===== src/rtl/jesd_tx_pkg.sv =====
// Shared definitions for the JESD204 transmit link controller: FSM encoding,
// lane-mux codes and the SYNC~ resynchronisation threshold.
package jesd_tx_pkg;

    typedef enum logic [2:0] {
        ST_IDLE      = 3'd0,
        ST_CGS       = 3'd1,
        ST_WAIT_LMFC = 3'd2,
        ST_ILA       = 3'd3,
        ST_DATA      = 3'd4
    } link_state_e;

    localparam logic [1:0] LANE_CGS  = 2'b00;
    localparam logic [1:0] LANE_ILA  = 2'b01;
    localparam logic [1:0] LANE_DATA = 2'b10;

    localparam int unsigned RESYNC_FRAMES = 5;
    localparam int unsigned RESYNC_OCTETS = 9;

    // SYNC~ low for this many octets means resync; anything shorter is an error report.
    function automatic logic [10:0] resync_threshold(input logic [7:0] f);
        return 11'(RESYNC_FRAMES) * ({3'b000, f} + 11'd1) + 11'(RESYNC_OCTETS);
    endfunction

endpackage


===== src/rtl/lmfc_counter.sv =====
// Free-running octet/frame counters defining the local multiframe clock.
module lmfc_counter (
    input  logic       clk,
    input  logic       rst_n,
    input  logic [7:0] i_F,
    input  logic [4:0] i_K,
    output logic [7:0] o_octet_cnt,
    output logic [4:0] o_frame_cnt,
    output logic       o_lmfc
);

    logic [7:0] octet_q, octet_d;
    logic [4:0] frame_q, frame_d;
    logic       octet_wrap;

    // Wrap on >= so a run-time shrink of F or K cannot leave a counter stranded above its limit.
    always_comb begin
        octet_wrap = (octet_q >= i_F);
        octet_d    = octet_wrap ? 8'd0 : octet_q + 8'd1;
        frame_d    = frame_q;
        if (octet_wrap) begin
            frame_d = (frame_q >= i_K) ? 5'd0 : frame_q + 5'd1;
        end
    end

    always_ff @(posedge clk or negedge rst_n) begin
        if (!rst_n) begin
            octet_q <= 8'd0;
            frame_q <= 5'd0;
        end else begin
            octet_q <= octet_d;
            frame_q <= frame_d;
        end
    end

    assign o_octet_cnt = octet_q;
    assign o_frame_cnt = frame_q;
    assign o_lmfc      = (octet_q == 8'd0) && (frame_q == 5'd0);

endmodule


===== src/rtl/tx_link_ctrl.sv =====
// JESD204 transmit link FSM: CGS -> LMFC-aligned ILA -> DATA, with SYNC~
// monitoring for resync requests and error reports while in DATA.
module tx_link_ctrl
    import jesd_tx_pkg::*;
(
    input  logic       clk,
    input  logic       rst_n,
    input  logic       i_link_en,
    input  logic       i_sync_n,
    input  logic [7:0] i_F,
    input  logic [4:0] i_K,
    input  logic       i_seq_end,
    output logic       o_seq_start,
    output logic [4:0] o_no_frame_de_assertion,
    output logic [1:0] o_state,
    output logic       o_link_up,
    output logic       o_lmfc,
    output logic       o_sync_req,
    output logic       o_err_report
);

    link_state_e state_q, state_d;
    logic        seen_low_q, seen_low_d;
    logic        sync_prev_q;
    logic [10:0] low_cnt_q, low_cnt_d;
    logic [4:0]  nfda_q, nfda_d;
    logic [7:0]  octet_cnt;
    logic [4:0]  frame_cnt;
    logic [10:0] low_plus;
    logic [10:0] threshold;

    lmfc_counter u_lmfc (
        .clk         (clk),
        .rst_n       (rst_n),
        .i_F         (i_F),
        .i_K         (i_K),
        .o_octet_cnt (octet_cnt),
        .o_frame_cnt (frame_cnt),
        .o_lmfc      (o_lmfc)
    );

    assign threshold = resync_threshold(i_F);
    assign low_plus  = (low_cnt_q == 11'h7FF) ? low_cnt_q : low_cnt_q + 11'd1;

    // Pulses are decided in the same cycle as the transition that causes them,
    // so the state change guarantees they never last two cycles.
    always_comb begin
        state_d      = state_q;
        seen_low_d   = seen_low_q;
        low_cnt_d    = low_cnt_q;
        nfda_d       = nfda_q;
        o_seq_start  = 1'b0;
        o_sync_req   = 1'b0;
        o_err_report = 1'b0;
        if (!i_link_en) begin
            state_d    = ST_IDLE;
            seen_low_d = 1'b0;
            low_cnt_d  = 11'd0;
        end else begin
            case (state_q)
                ST_IDLE: state_d = ST_CGS;
                ST_CGS: begin
                    if (!i_sync_n) begin
                        seen_low_d = 1'b1;
                    end else if (!sync_prev_q && seen_low_q) begin
                        nfda_d     = frame_cnt;
                        seen_low_d = 1'b0;
                        state_d    = ST_WAIT_LMFC;
                    end
                end
                ST_WAIT_LMFC: begin
                    if (!i_sync_n) begin
                        state_d    = ST_CGS;
                        seen_low_d = 1'b1;
                    end else if (octet_cnt == i_F && frame_cnt == i_K) begin
                        o_seq_start = 1'b1;
                        state_d     = ST_ILA;
                    end
                end
                ST_ILA: begin
                    low_cnt_d = 11'd0;
                    if (!i_sync_n) begin
                        state_d    = ST_CGS;
                        seen_low_d = 1'b1;
                    end else if (i_seq_end) begin
                        state_d = ST_DATA;
                    end
                end
                ST_DATA: begin
                    if (!i_sync_n) begin
                        low_cnt_d = low_plus;
                        if (low_plus >= threshold) begin
                            o_sync_req = 1'b1;
                            state_d    = ST_CGS;
                            seen_low_d = 1'b1;
                            low_cnt_d  = 11'd0;
                        end
                    end else begin
                        o_err_report = (low_cnt_q != 11'd0) && (low_cnt_q < threshold);
                        low_cnt_d    = 11'd0;
                    end
                end
                default: state_d = ST_IDLE;
            endcase
        end
    end

    always_ff @(posedge clk or negedge rst_n) begin
        if (!rst_n) begin
            state_q     <= ST_IDLE;
            seen_low_q  <= 1'b0;
            sync_prev_q <= 1'b1;
            low_cnt_q   <= 11'd0;
            nfda_q      <= 5'd0;
        end else begin
            state_q     <= state_d;
            seen_low_q  <= seen_low_d;
            sync_prev_q <= i_sync_n;
            low_cnt_q   <= low_cnt_d;
            nfda_q      <= nfda_d;
        end
    end

    always_comb begin
        case (state_q)
            ST_ILA:  o_state = LANE_ILA;
            ST_DATA: o_state = LANE_DATA;
            default: o_state = LANE_CGS;
        endcase
    end

    assign o_link_up               = (state_q == ST_DATA);
    assign o_no_frame_de_assertion = nfda_q;

endmodule


===== config.mk =====
export PLATFORM = sky130hd
export DESIGN_NAME = tx_link_ctrl
export DESIGN_NICKNAME = d
export VERILOG_FILES = /design/src/rtl/jesd_tx_pkg.sv /design/src/rtl/lmfc_counter.sv /design/src/rtl/tx_link_ctrl.sv
export SDC_FILE = /design/constraint.sdc
export NUM_CORES = 1
export LEC_CHECK = 0
export ABC_AREA = 1
export BUFFER_PORTS_ARGS = -buffer_cell sky130_fd_sc_hd__buf_2
export CAP_MARGIN = 0
export CORE_MARGIN = 4
export CORE_UTILIZATION = 26
export DETAILED_ROUTE_END_ITERATION = 16
export PLACE_DENSITY = 0.43
export SLEW_MARGIN = 20
export SYNTH_ARGS = -nofsm -noshare
export SYNTH_HDL_FRONTEND = slang
export SYNTH_SLANG_ARGS = --single-unit

===== constraint.sdc =====
create_clock -name clk -period 6.6 [get_ports clk]
set_clock_uncertainty 0.2 [all_clocks]
set_input_delay 0.66 -clock clk [delete_from_list [all_inputs] [get_ports clk]]
set_output_delay 0.66 -clock clk [all_outputs]
set_load 0.02 [all_outputs]

Word level (Yosys, flattened, before mapping):

Cells that the tools add are included.
Widths: inputs -> output; s select.

* register bits after elaboration: 34
* bits of input ports: 18
* output and inout port bits: 12
* word-level logic and storage cells: 83

* add/sub/neg operators: 5
* multipliers: 1
* magnitude comparators: 4
* equality and inequality tests: 17
* mux-type cells: 36
* reduce and logical (&&, ||, !) cells: 13

Operator list (count)
* $mux 11: 4
* $mux 3: 9
* $pmux 11 s2: 1
* $mux 1: 17
* $pmux 3 s5: 1
* $ne 3x3->1 const B: 4
* $ne 4x4->1 const B: 3
* $add 11x1->11 const B: 1
* $add 11x4->11 const B: 1
* $eq 11x11->1 const B: 1
* $ge 11x11->1: 1
* $lt 11x11->1: 1
* $mul 3x9->11 const A: 1
* $reduce_bool 11->1: 1
* $add 8x1->9 const B: 1
* $add 8x1->8 const B: 1
* $eq 8x8->1: 1
* $ge 8x8->1: 1
* $logic_not 8->1: 1
* $mux 8: 1
* $eq 3x2->1 const B: 2
* $reduce_and 6->1: 1
* $add 5x1->5 const B: 1
* $eq 5x5->1: 1
* other kinds (16): 19

Longest topological paths before layout:

* word-level depth: 8
* mapped depth: 26
* depth with buffers taken out: 26

Hierarchy:

Synthesis repeated with hierarchy kept, for this count alone.

* cell total of the unflattened synthesis: 543
* area total of the unflattened synthesis: 3915.0 µm²

By module, submodules not included
* tx_link_ctrl: instances 1, cells an instance 407, area an instance 2844.0 µm², sequential area each 526.8 µm²
* lmfc_counter: instances 1, cells an instance 136, area an instance 1071.0 µm², sequential area each 325.3 µm²

Worst setup path after synthesis:

No wires, ideal clock.

* path type: input to output
* from: input i_F[0]
* to: output o_sync_req
* arrival time: 3.678 ns
* required time: 5.740 ns
* slack: 2.062 ns
* cell stages on the path: 18
* buffers on the path: 0
* cells stage by stage: ha_1 nand2_1 inv_2 nand2_2 nor2_1 xor2_1 ha_1 ha_1 ha_1 nand2_1 inv_1 a21oi_1 xor2_1 ha_1 nand4_1 nor2_2 nand3_4 a31oi_1

* longest elaborated chain between the ends: 8

Ends and longest elaborated chain
* start, declared: line tx_link_ctrl.sv:10 `input logic [7:0] i_F,`
* $add 8x1->9: line jesd_tx_pkg.sv:22 `return 11'(RESYNC_FRAMES) * ({3'b000, f} + 11'd1) + 11'(RESYNC_OCTETS);`
* $mul 3x9->11: line jesd_tx_pkg.sv:22
* $add 11x4->11: line jesd_tx_pkg.sv:22
* $ge 11x11->1: line tx_link_ctrl.sv:92 `if (low_plus >= threshold) begin`
* $mux 1: line tx_link_ctrl.sv:92
* $mux 1: line tx_link_ctrl.sv:90 `if (!i_sync_n) begin`
* $mux 1: line tx_link_ctrl.sv:60 `case (state_q)`
* $mux 1: line tx_link_ctrl.sv:55 `if (!i_link_en) begin`
* end, declared: line tx_link_ctrl.sv:18 `output logic o_sync_req,`

Every way passes these cells.

Worst setup path after layout:

Ends and elaborated chain as after synthesis.

==> impl_metrics.toml <==
[status]
status = "complete, no violations"

[clock_tree]
cts_inserted_buffers = 5
tritoncts = "built"
clockBufferDepth = 2
clk_pin_slew_ns = 0.06
cts_htree_levels = 2
worstSkewPairLatency_ns = 0.28
cts_root_buf = "clkbuf_16"
clock_sinks = 34
cts_hold_buf = 0
post_cts_buffers = 0
cts_resized = 0

[placement]
io_buffers = 29
gp_congestion = 0.840
place_hpwl_um = 7550
placed_cells = 717

[power_and_ir_drop]
p_seq_share_pct = 30.9
switching_power_w = 0.000455
power_switching_share_pct = 43.6
clkPwrFrac_pct = 23.1
powerDensity_nw_per_um2 = 247
p_leak_nw = 2.24
ir_worst_vdd_mv = 0.139
power_frac_comb_pct = 46.0
p_int_w = 0.000589

[sta]
hold_viol = 0
fin_tns_setup_ns = 0
setup_violations = 0
worst_pin_slew_ns = 0.813
period_share_pct = 74.3
finalMaxSlewViolations = 0
max_freq_mhz = 204
period_needed_ns = 4.90
rsz0062_at_grt = "no"
slew-limit-headroom_pct = 45.8

[yosys]
synth_top_area_cell = "dfrtp_1"
ys_types = 40
synth_top_area_share_pct = 22.1
async_flop_share_pct = 100
synth_cells = 511
ys_seq_area_share_pct = 22.8
synth.area.top_cells = "dfrtp_1 22%, ha_1 18%, nand2_1 12%"
syn_avg_cell_area_um2 = 7.30
yosysMostFrequentCell = "nand2_1"
synth_edf_count = 0
synthTopCellsByCount = "117 x nand2_1, 80 x inv_1, 54 x ha_1"
synth_top_flop_cell = "dfrtp_1"
synth-seq-cells = 34
ys_warn_count = 0
synth_area_um2 = 3730
synth_nets = 584

[route]
via_per_inst = 4.49
wl_per_cell_um = 12.5
firstDrtPassIters = 4
drc = 0
antenna_left = 0
routed_wl_um = 9050
num_vias = 3254
drtIter0Drc = 130

[run]
maxCapViolations = 0

[floorplan]
die_x_um = 128
ios = 30
die_h_um = 128
core_area_um2 = 14000
die-area_um2 = 16300
rows = 43
start_util_pct = 26.7

[critical_path]
cp_slowest_cell = "ha_1"
path_delay_family = "adder cells"
crit_arrival_ns = 4.04
startpoint = "i_F[0]"
cp.buffers_inverters = 3
end_kind = "primary output"
worst-path-max-fanout = 6
rr_startpoint = "low_cnt_q[0]$_DFFE_PN0P_"
cp-start-kind = "input pin"
cp_data_required_time_ns = 5.74
worstSetupPathType = "input pin to primary output"
worstPathCellList = "buf_2, inv_2, nor2_8, nand2_1, xor2_1, ha_1, ha_1, ha_1, a21oi_1, nand2_2, a31oi_1, xor2_1, ha_1, a21oi_1, nand2_1, nand2_1, nand2_2, nand2_4, a31oi_1, buf_2"
cp_common_cell = "ha_1"
critPathMaxStageDelay_ns = 0.35

[finish]
n_antenna_cell = 0
register_area_um2 = 852
finalNetCount = 617
fin_util_pct = 30.3
drive_above_1_share_pct = 17.8
fin_cells = 725
syn2layout_area_growth_pct = 13.5
fillers = 1529
multi_input_area_um2 = 2530

[global_routing]
first_global_vias = 3168
grt_pass1_wl_um = 15600
grt_usage_pct = 11.7
overflow = 0
grt_max_degree = 35
antenna_found_initial = 0

[worst_hold_path]
timing.hold.worst.class = "input pin to asynchronous set/reset pin"
-- power by group through the flow --
stage / registers (W) / clock network [W] / logic (W)
2_1_floorplan: 0.000324 / 0 / 0.000359
3_3_place_gp: 0.000327 / 0 / 0.000480
6_report: 0.000323 / 0.000241 / 0.000480
3_5_place_dp: 0.000326 / 0 / 0.000486
4_1_cts: 0.000324 / 0.000249 / 0.000489
5_1_grt: 0.000334 / 0.000256 / 0.000574
-- stage by stage --
| step | area, um2 | hold WS [ns] | worst slack (ns) | total power (W) |
|---|---|---|---|---|
| floorplan | 3730 | 0.164 | 2.06 | 0.000683 |
| global placement | 4080 | 0.255 | 1.73 | 0.000807 |
| detailed placement | 4080 | 0.273 | 1.66 | 0.000812 |
| CTS | 4230 | 0.286 | 1.65 | 0.00106 |
| global route | 4230 | 0.324 | 1.36 | 0.00116 |
| finish | 4230 | 0.261 | 1.70 | 0.00104 |
-- routing by layer --
layer,global-route usage (%),up-vias,routed length (um)
met5,0,-,0
met4,2.68,0,95
li1,-,1740,-
met3,2.25,6,268
met2,18.5,37,4110
met1,16.5,1471,4580
-- cell families after synthesis --
family	count (synthesis)	synth area share, %
xor gates and xnor gates	16	3.76
AOI/OAI and AO/OA	57	8.82
adders and majority gates	55	18.7
DFF	34	22.8
and+or+nand+nor	258	36.6
buffers and inverters	91	9.36
-- path summary, 6_finish.rpt --
kind | endpoint | slack [ns] | cells past startpoint
min in group clk | seen_low_q$_DFFE_PN0P_ | 0.28 | 2
setup / recovery | o_sync_req | 1.70 | 20
setup reg to reg | state_q[1]$_DFFE_PN0P_ | 3.28 | 22
max in group asynchronous | low_cnt_q[3]$_DFFE_PN0P_ | 5.41 | 1
hold reg to reg | seen_low_q$_DFFE_PN0P_ | 0.28 | 2
hold / removal | low_cnt_q[9]$_DFFE_PN0P_ | 0.26 | 1
-- area by class of cell --
type,instances,share of cell area [%]
Clock buffer,6,3.28
Clock inverter,2,0.296
Inverter,88,7.80
Multi-Input combinational cell,386,59.7
Sequential cell,34,20.1
Tap cell,180,5.32
Timing Repair Buffer,29,3.43
-- sequential cells by signal (all words and copies together) (netlist names) --
| name | cells |
|---|---|
| u_lmfc.o_frame_cnt | 5 |
| state_q | 3 |
| seen_low_q | 1 |
| u_lmfc.o_octet_cnt | 8 |
| o_no_frame_de_assertion | 5 |
| low_cnt_q | 11 |
| sync_prev_q | 1 |
-- cells in the final DEF, fill, tap and decap left out, drive strengths merged, types with 13 or more instances in the layout --
| master | count |
|---|---|
| a21oi | 21 |
| buf | 29 |
| dfrtp | 33 |
| ha | 54 |
| inv | 88 |
| nand2 | 140 |
| nand3 | 37 |
| nand4 | 13 |
| nor2 | 48 |
| o21ai | 17 |
| xor2 | 13 |
Power figures use the tool's default switching activity.
